## src/rtl/mul_sgn_rr_sched.sv

```systemverilog
// mul_sgn_rr_sched: several requesters share one Baugh-Wooley signed multiplier
// through round-robin arbitration and a 2-stage registered pipeline.
//
// Optional feature macro: MUL_SGN_SCHED_PERF_EN adds perf_cnt_o, one 16-bit
// saturating accept counter per requester. The default build has no counters.
//
// Handshake: a transfer happens on a rising edge where valid and ready are both
// high. A requester holds valid and operands stable until ready. rsp_valid_o is
// driven straight from a register, so it never depends on rsp_ready_i in the
// same cycle.
//
// Ports (mul_sgn_rr_sched):
//   clk_i, rst_ni   clock (rising edge), async active-low reset
//   clear_i         synchronous flush of both pipeline stages
//   req_valid_i     per-requester valid
//   req_ready_o     per-requester accept, one-hot or zero
//   req_x_i/req_y_i packed signed operands, requester k at [k*W +: W]
//   rsp_valid_o     product valid
//   rsp_ready_i     consumer accept
//   rsp_id_o        requester index of the product
//   rsp_p_o         full-width signed product
//   perf_cnt_o      (MUL_SGN_SCHED_PERF_EN only) packed 16-bit accept counters
//
// Ports (mul_sgn): x_i, y_i signed operands; p_o full-width signed product.

module mul_sgn #(
    parameter int WX    = 8,
    parameter int WY    = 8,
    parameter int Speed = 0   // final adder: 0 ripple, 1 Brent-Kung, 2 Sklansky
) (
    input  logic [WX-1:0]    x_i,
    input  logic [WY-1:0]    y_i,
    output logic [WX+WY-1:0] p_o
);
    localparam int W = WX + WY;
    localparam int L = (W > 1) ? $clog2(W) : 1;
    // Correction constant of the modified Baugh-Wooley array.
    localparam logic [W-1:0] BwConst =
        (W'(1) << (W - 1)) + (W'(1) << (WX - 1)) + (W'(1) << (WY - 1));

    logic [W-1:0] sum_v, car_v;

    // Partial-product rows reduced in carry-save form; sign rows are inverted.
    always_comb begin
        logic [W-1:0] row;
        logic [W-1:0] t;
        logic         pp;
        sum_v = BwConst;
        car_v = '0;
        row   = '0;
        t     = '0;
        pp    = 1'b0;
        for (int i = 0; i < WX; i++) begin
            row = '0;
            for (int j = 0; j < WY; j++) begin
                pp = x_i[i] & y_i[j];
                if ((i == WX - 1) != (j == WY - 1)) pp = ~pp;
                row[i+j] = pp;
            end
            t     = sum_v ^ car_v ^ row;
            car_v = ((sum_v & car_v) | (sum_v & row) | (car_v & row)) << 1;
            sum_v = t;
        end
    end

    // Final carry-propagate adder; g ends up holding the carry out of each bit.
    always_comb begin
        logic [W-1:0] g, p, hs;
        logic         c;
        int           j;
        hs = sum_v ^ car_v;
        g  = sum_v & car_v;
        p  = hs;
        c  = 1'b0;
        j  = 0;
        if (Speed == 0) begin
            for (int i = 0; i < W; i++) begin
                c    = g[i] | (p[i] & c);
                g[i] = c;
            end
        end else if (Speed == 1) begin
            for (int l = 0; l < L; l++) begin
                for (int i = 0; i < W; i++) begin
                    if (((i + 1) % (2 << l)) == 0) begin
                        j    = i - (1 << l);
                        g[i] = g[i] | (p[i] & g[j]);
                        p[i] = p[i] & p[j];
                    end
                end
            end
            for (int l = L - 2; l >= 0; l--) begin
                for (int i = 0; i < W; i++) begin
                    if (((i + 1) % (2 << l)) == (1 << l) && i >= (2 << l)) begin
                        j    = i - (1 << l);
                        g[i] = g[i] | (p[i] & g[j]);
                        p[i] = p[i] & p[j];
                    end
                end
            end
        end else begin
            for (int l = 0; l < L; l++) begin
                for (int i = 0; i < W; i++) begin
                    if (((i >> l) & 1) == 1) begin
                        j    = ((i >> l) << l) - 1;
                        g[i] = g[i] | (p[i] & g[j]);
                        p[i] = p[i] & p[j];
                    end
                end
            end
        end
        p_o = hs ^ {g[W-2:0], 1'b0};
    end
endmodule

module mul_sgn_rr_sched #(
    parameter int NumReq = 4,
    parameter int widthX = 8,
    parameter int widthY = 8,
    parameter int speed  = 0,
    localparam int IdW   = $clog2(NumReq)
) (
    input  logic                       clk_i,
    input  logic                       rst_ni,
    input  logic                       clear_i,
    input  logic [NumReq-1:0]          req_valid_i,
    output logic [NumReq-1:0]          req_ready_o,
    input  logic [NumReq*widthX-1:0]   req_x_i,
    input  logic [NumReq*widthY-1:0]   req_y_i,
    output logic                       rsp_valid_o,
    input  logic                       rsp_ready_i,
    output logic [IdW-1:0]             rsp_id_o,
    output logic [widthX+widthY-1:0]   rsp_p_o
`ifdef MUL_SGN_SCHED_PERF_EN
    ,
    output logic [NumReq*16-1:0]       perf_cnt_o
`endif
);
    localparam int PW = widthX + widthY;

    logic [IdW-1:0]    rr_ptr_q, rr_ptr_d;
    logic              s1_valid_q, s1_valid_d, s2_valid_q, s2_valid_d;
    logic [widthX-1:0] s1_x_q, s1_x_d;
    logic [widthY-1:0] s1_y_q, s1_y_d;
    logic [IdW-1:0]    s1_id_q, s1_id_d, s2_id_q, s2_id_d;
    logic [PW-1:0]     s2_p_q, s2_p_d, mul_p;

    logic              s1_rdy, s2_rdy, accept, any_valid;
    logic [IdW-1:0]    gnt_idx;
    logic [NumReq-1:0] grant;
    logic [widthX-1:0] sel_x;
    logic [widthY-1:0] sel_y;

    assign s2_rdy = !s2_valid_q || rsp_ready_i;
    assign s1_rdy = !s1_valid_q || s2_rdy;

    // Lowest valid index at or above rr_ptr wins; failing that, lowest valid overall.
    always_comb begin
        logic           hi_found;
        logic [IdW-1:0] hi_idx, lo_idx;
        hi_found  = 1'b0;
        any_valid = 1'b0;
        hi_idx    = '0;
        lo_idx    = '0;
        for (int k = NumReq - 1; k >= 0; k--) begin
            if (req_valid_i[k]) begin
                any_valid = 1'b1;
                lo_idx    = IdW'(k);
                if (k >= int'(rr_ptr_q)) begin
                    hi_found = 1'b1;
                    hi_idx   = IdW'(k);
                end
            end
        end
        gnt_idx = hi_found ? hi_idx : lo_idx;
        grant   = any_valid ? (NumReq'(1) << gnt_idx) : '0;
    end

    always_comb begin
        sel_x = '0;
        sel_y = '0;
        for (int k = 0; k < NumReq; k++) begin
            if (gnt_idx == IdW'(k)) begin
                sel_x = req_x_i[k*widthX +: widthX];
                sel_y = req_y_i[k*widthY +: widthY];
            end
        end
    end

    assign req_ready_o = grant & {NumReq{s1_rdy && !clear_i}};
    assign accept      = any_valid && s1_rdy && !clear_i;

    mul_sgn #(.WX(widthX), .WY(widthY), .Speed(speed)) u_mul (
        .x_i(s1_x_q),
        .y_i(s1_y_q),
        .p_o(mul_p)
    );

    always_comb begin
        rr_ptr_d   = rr_ptr_q;
        s1_valid_d = s1_valid_q;
        s1_x_d     = s1_x_q;
        s1_y_d     = s1_y_q;
        s1_id_d    = s1_id_q;
        s2_valid_d = s2_valid_q;
        s2_id_d    = s2_id_q;
        s2_p_d     = s2_p_q;
        if (clear_i) begin
            // Flush: in-flight products vanish, arbitration state is kept.
            s1_valid_d = 1'b0;
            s2_valid_d = 1'b0;
        end else begin
            if (s1_rdy) begin
                s1_valid_d = accept;
                if (accept) begin
                    s1_x_d   = sel_x;
                    s1_y_d   = sel_y;
                    s1_id_d  = gnt_idx;
                    rr_ptr_d = (gnt_idx == IdW'(NumReq - 1)) ? '0 : gnt_idx + IdW'(1);
                end
            end
            if (s2_rdy) begin
                s2_valid_d = s1_valid_q;
                s2_id_d    = s1_id_q;
                s2_p_d     = mul_p;
            end
        end
    end

    always_ff @(posedge clk_i or negedge rst_ni) begin
        if (!rst_ni) begin
            rr_ptr_q   <= '0;
            s1_valid_q <= 1'b0;
            s1_x_q     <= '0;
            s1_y_q     <= '0;
            s1_id_q    <= '0;
            s2_valid_q <= 1'b0;
            s2_id_q    <= '0;
            s2_p_q     <= '0;
        end else begin
            rr_ptr_q   <= rr_ptr_d;
            s1_valid_q <= s1_valid_d;
            s1_x_q     <= s1_x_d;
            s1_y_q     <= s1_y_d;
            s1_id_q    <= s1_id_d;
            s2_valid_q <= s2_valid_d;
            s2_id_q    <= s2_id_d;
            s2_p_q     <= s2_p_d;
        end
    end

    assign rsp_valid_o = s2_valid_q;
    assign rsp_id_o    = s2_id_q;
    assign rsp_p_o     = s2_p_q;

`ifdef MUL_SGN_SCHED_PERF_EN
    for (genvar k = 0; k < NumReq; k++) begin : g_perf
        logic [15:0] cnt_q, cnt_d;
        always_comb begin
            cnt_d = cnt_q;
            if (clear_i) begin
                cnt_d = '0;
            end else if (req_ready_o[k] && req_valid_i[k] && cnt_q != 16'hFFFF) begin
                cnt_d = cnt_q + 16'd1;
            end
        end
        always_ff @(posedge clk_i or negedge rst_ni) begin
            if (!rst_ni) cnt_q <= '0;
            else         cnt_q <= cnt_d;
        end
        assign perf_cnt_o[k*16 +: 16] = cnt_q;
    end
`endif
endmodule
```

## config.mk

```make
export PLATFORM = sky130hd
export DESIGN_NAME = mul_sgn_rr_sched
export DESIGN_NICKNAME = d
export VERILOG_FILES = /design/src/rtl/mul_sgn_rr_sched.sv
export SDC_FILE = /design/constraint.sdc
export NUM_CORES = 1
export LEC_CHECK = 0
export CAP_MARGIN = 0
export CORE_ASPECT_RATIO = 1.75
export CORE_MARGIN = 8
export CORE_UTILIZATION = 54
export DETAILED_ROUTE_END_ITERATION = 8
export HOLD_SLACK_MARGIN = 0.03
export PLACE_DENSITY = 0.83
export SLEW_MARGIN = 20
export SYNTH_ARGS = -nofsm -noshare
export SYNTH_HDL_FRONTEND = slang
export SYNTH_HIERARCHICAL = 1
export SYNTH_SLANG_ARGS = --single-unit
```

## constraint.sdc

```tcl
create_clock -name clk_i -period 15.4 [get_ports clk_i]
set_input_delay 2.31 -clock clk_i [delete_from_list [all_inputs] [get_ports clk_i]]
set_output_delay 2.31 -clock clk_i [all_outputs]
set_load 0.02 [all_outputs]
```

==> impl_metrics.yaml <==
clock_network:
  post_cts.resized_instances: 0
  cts.path.max_buffers: 2
  clk_transition_reported_paths_ns: 0.06
  cts_buffers: 5
  clk_sink_count: 40
  htree_num_levels: 2
  cts_hold_buffers: 0
  cts_root_buffer: "sky130_fd_sc_hd__clkbuf_16"
  insertion_delay_of_the_later_clocked_pin_in_the_worst_skew_pair_ns: 0.28
  postCtsSetupBuffers: 0
  tritoncts: "done"
cells_and_area:
  postLayoutCoreUtil_pct: 71.7
  final-instance-count-excl-fill: 535
  area.growth.synth_to_final_pct: 29.9
  final_layout_size_suffix_gt1_share_pct: 7.10
  design.final.nets: 588
  diodes: 0
  filler_cell_count: 531
  layout.cells.most_common: "sky130_fd_sc_hd__clkdlybuf4s50_1"
  layout.cells.most_common_list: "93 x sky130_fd_sc_hd__clkdlybuf4s50_1, 62 x sky130_fd_sc_hd__inv_1, 48 x sky130_fd_sc_hd__fa_1, 40 x sky130_fd_sc_hd__dfrtp_1"
sta:
  timing.final.hold_violations: 0
  layout_min_cycle_time_ns: 7.51
  report.final.setup_viol: 0
  max_freq_ghz: 0.133
  timing.final.crit_share_pct: 48.8
  finalMaxSlewViolations: 0
  final_critical_path_setup_slack_ns: 7.89
  slew_hr_pct: 32.3
  total_negative_setup_slack_ns: 0
  grt_setup_unrepaired: "false"
  clock-skew-final_ns: 0.00494
  max_slew.worst_pin.slew_ns: 1.01
detailed_routing:
  wl_mm: 8.85
  vias_per_cell: 5.65
  drt_first_pass_iters: 4
  initialDrtViolationCount: 102
  post-route-drc-count: 0
  drt.antenna.violating_nets: 0
  wl_per_cell_um: 16.5
  dr_total_vias: 3022
global_route:
  grt_start_max_net_pins: 41
  global_route.usage.total_pct: 19.0
  grt_antenna_before_repair: 0
  grt_pass1_vias: 3498
  gr-total-overflow: 0
  global_route_wire_length_before_repair_mm: 15.4
critical_path:
  worst_path_max_delay_cell: "sky130_fd_sc_hd__a221oi_1"
  critical_path.startpoint_type: "primary input"
  worstPathMaxFanout: 19
  timing.critical_path.slowest_cell_delay_ns: 0.67
  rr_endpoint: "rsp_p_o[15]"
  r2r_depth: 21
  worst_path_most_repeated_cell: "sky130_fd_sc_hd__clkdlybuf4s50_1"
  timing.rr.start: "s1_y_q[6]"
  cell_chain_critical_path: "clkdlybuf4s50_1 -> mux2i_1 -> a221oi_1 -> ha_1 -> and2_1 -> clkdlybuf4s50_1"
  register_to_register_path_setup_slack_ns: 8.20
  worst_ep_required_time_ns: 13.09
  path_class: "primary input to output port"
  critPathCaptureType: "output port"
  cp.arrival_ns: 5.20
worst_hold_path:
  min_path_type: "register to register"
  min-delay-start: "s1_id_q[1]"
  hold_path_end: "s1_id_q[1]"
  timing.hold.worst_path_depth: 2
logic_synthesis:
  syn_nets: 504
  postSynthAreaPerCell_um2: 10.3
  most_area_consuming_cells_after_synthesis: "sky130_fd_sc_hd__dfrtp_1 27%, sky130_fd_sc_hd__fa_1 26%, sky130_fd_sc_hd__inv_1 6.2%"
  ys_seq_area_share_pct: 26.6
  ys_warn_count: 6
  edff_count_synth: 0
  synth_area_leader_cell: "sky130_fd_sc_hd__dfrtp_1"
  netlist_area_um2: 3760
  ys_ff_latch: 40
  synth_top_area_share_pct: 26.6
  synth.lib_cells_used.distinct: 35
  asyncSetResetFlopFracSynth_pct: 100
  synthFlopType: "sky130_fd_sc_hd__dfrtp_1"
  netlist_instances: 366
place:
  pre_cts_ws_ns: 7.95
  portBuffers: 94
  dp.cells: 527
  hpwlAfterDp_mm: 7.27
  gpl.final_weighted_congestion: 0.884
floorplan:
  initial_core_utilization_pct: 55.2
  total_die_area_um2: 9990
  design.core.area_um2: 6810
  chipWidth_um: 79.1
  top_level_ports: 95
  row_count: 40
  die_y_um: 126
flow_run:
  max_cap_violations: 0
outcome:
  run_status: "complete, no violations"
[flip-flops by register name, indices dropped and copies added, names as in the netlist]
register     cells
s1_x_q           8
rsp_id_o         2
s1_y_q           8
rr_ptr_q         2
rsp_p_o         16
rsp_valid_o      1
s1_valid_q       1
s1_id_q          2
[final cells by class]
cell class / instances / area, µm² / share of cell area [%]
inverters: 62 / 233 / 4.77
multi-input cells: 247 / 2440 / 50.0
repair buffers: 94 / 936 / 19.2
well taps: 84 / 105 / 2.15
clock inverters: 3 / 42.5 / 0.871
flip-flops and latches: 40 / 1000 / 20.5
clock buffers: 5 / 125 / 2.56
[kinds of logic after synthesis]
group	share of synthesized area [%]
AO/OA/AOI/OAI	14.0
buffers and inverters	8.45
multiplexers	6.52
AND/OR/NAND/NOR	12.6
flip-flops	26.6
XOR/XNOR	0.233
adder cells (fa/ha/maj)	31.6
[metrics by stage]
step / cell area [µm²] / hold WS (ns)
floorplan: 3760 / 0.458
global placement: 4710 / 0.467
finish: 4880 / 0.496
global route: 4880 / 0.509
detailed placement: 4710 / 0.481
CTS: 4880 / 0.495
[how the worst max path moves through the flow]
stage,start,endpoint,slack [ns],depth (start not counted)
5_1_grt,req_valid_i[3],req_ready_o[1],7.70,6
3_5_place_dp,req_valid_i[3],req_ready_o[1],7.95,6
6_report,req_valid_i[3],req_ready_o[1],7.89,6
2_1_floorplan,s1_y_q[6],rsp_p_o[15],8.51,21
4_1_cts,req_valid_i[3],req_ready_o[1],7.93,6
3_3_place_gp,req_valid_i[3],req_ready_o[1],8.04,6
[critical path: cells and delay by family]
kind                     cells  cell delay, ns
AND/OR/NAND/NOR              1            0.22
multiplexers                 1            0.12
AO/OA/AOI/OAI                1            0.67
buffers and inverters        2            1.21
adder cells (fa/ha/maj)      1            0.67
[synthesized netlist by cell type (2+ instances only)]
cell type	instances
sky130_fd_sc_hd__a221oi_1	17
sky130_fd_sc_hd__and2_1	34
sky130_fd_sc_hd__buf_2	4
sky130_fd_sc_hd__buf_6	2
sky130_fd_sc_hd__clkbuf_1	9
sky130_fd_sc_hd__dfrtp_1	40
sky130_fd_sc_hd__fa_1	48
sky130_fd_sc_hd__ha_1	18
sky130_fd_sc_hd__inv_1	62
sky130_fd_sc_hd__mux2_2	20
sky130_fd_sc_hd__mux2i_1	2
sky130_fd_sc_hd__nand2_1	34
sky130_fd_sc_hd__nor2_1	5
sky130_fd_sc_hd__nor2b_1	2
sky130_fd_sc_hd__nor3_1	2
sky130_fd_sc_hd__nor3b_1	2
sky130_fd_sc_hd__o22ai_1	16
sky130_fd_sc_hd__o31ai_1	31
sky130_fd_sc_hd__or3_1	2
[metal layers]
metal	wire (µm)	vias to the layer above	global-route usage, %
met1	3180	1524	18.8
met3	368	12	3.47
li1	-	1402	-
met4	138	0	6.48
met5	0	-	0
met2	5170	84	37.1
Power is left out: the tool's default activity adds up to more than one toggle a clock period on the data nets, which glitch-free logic cannot reach.
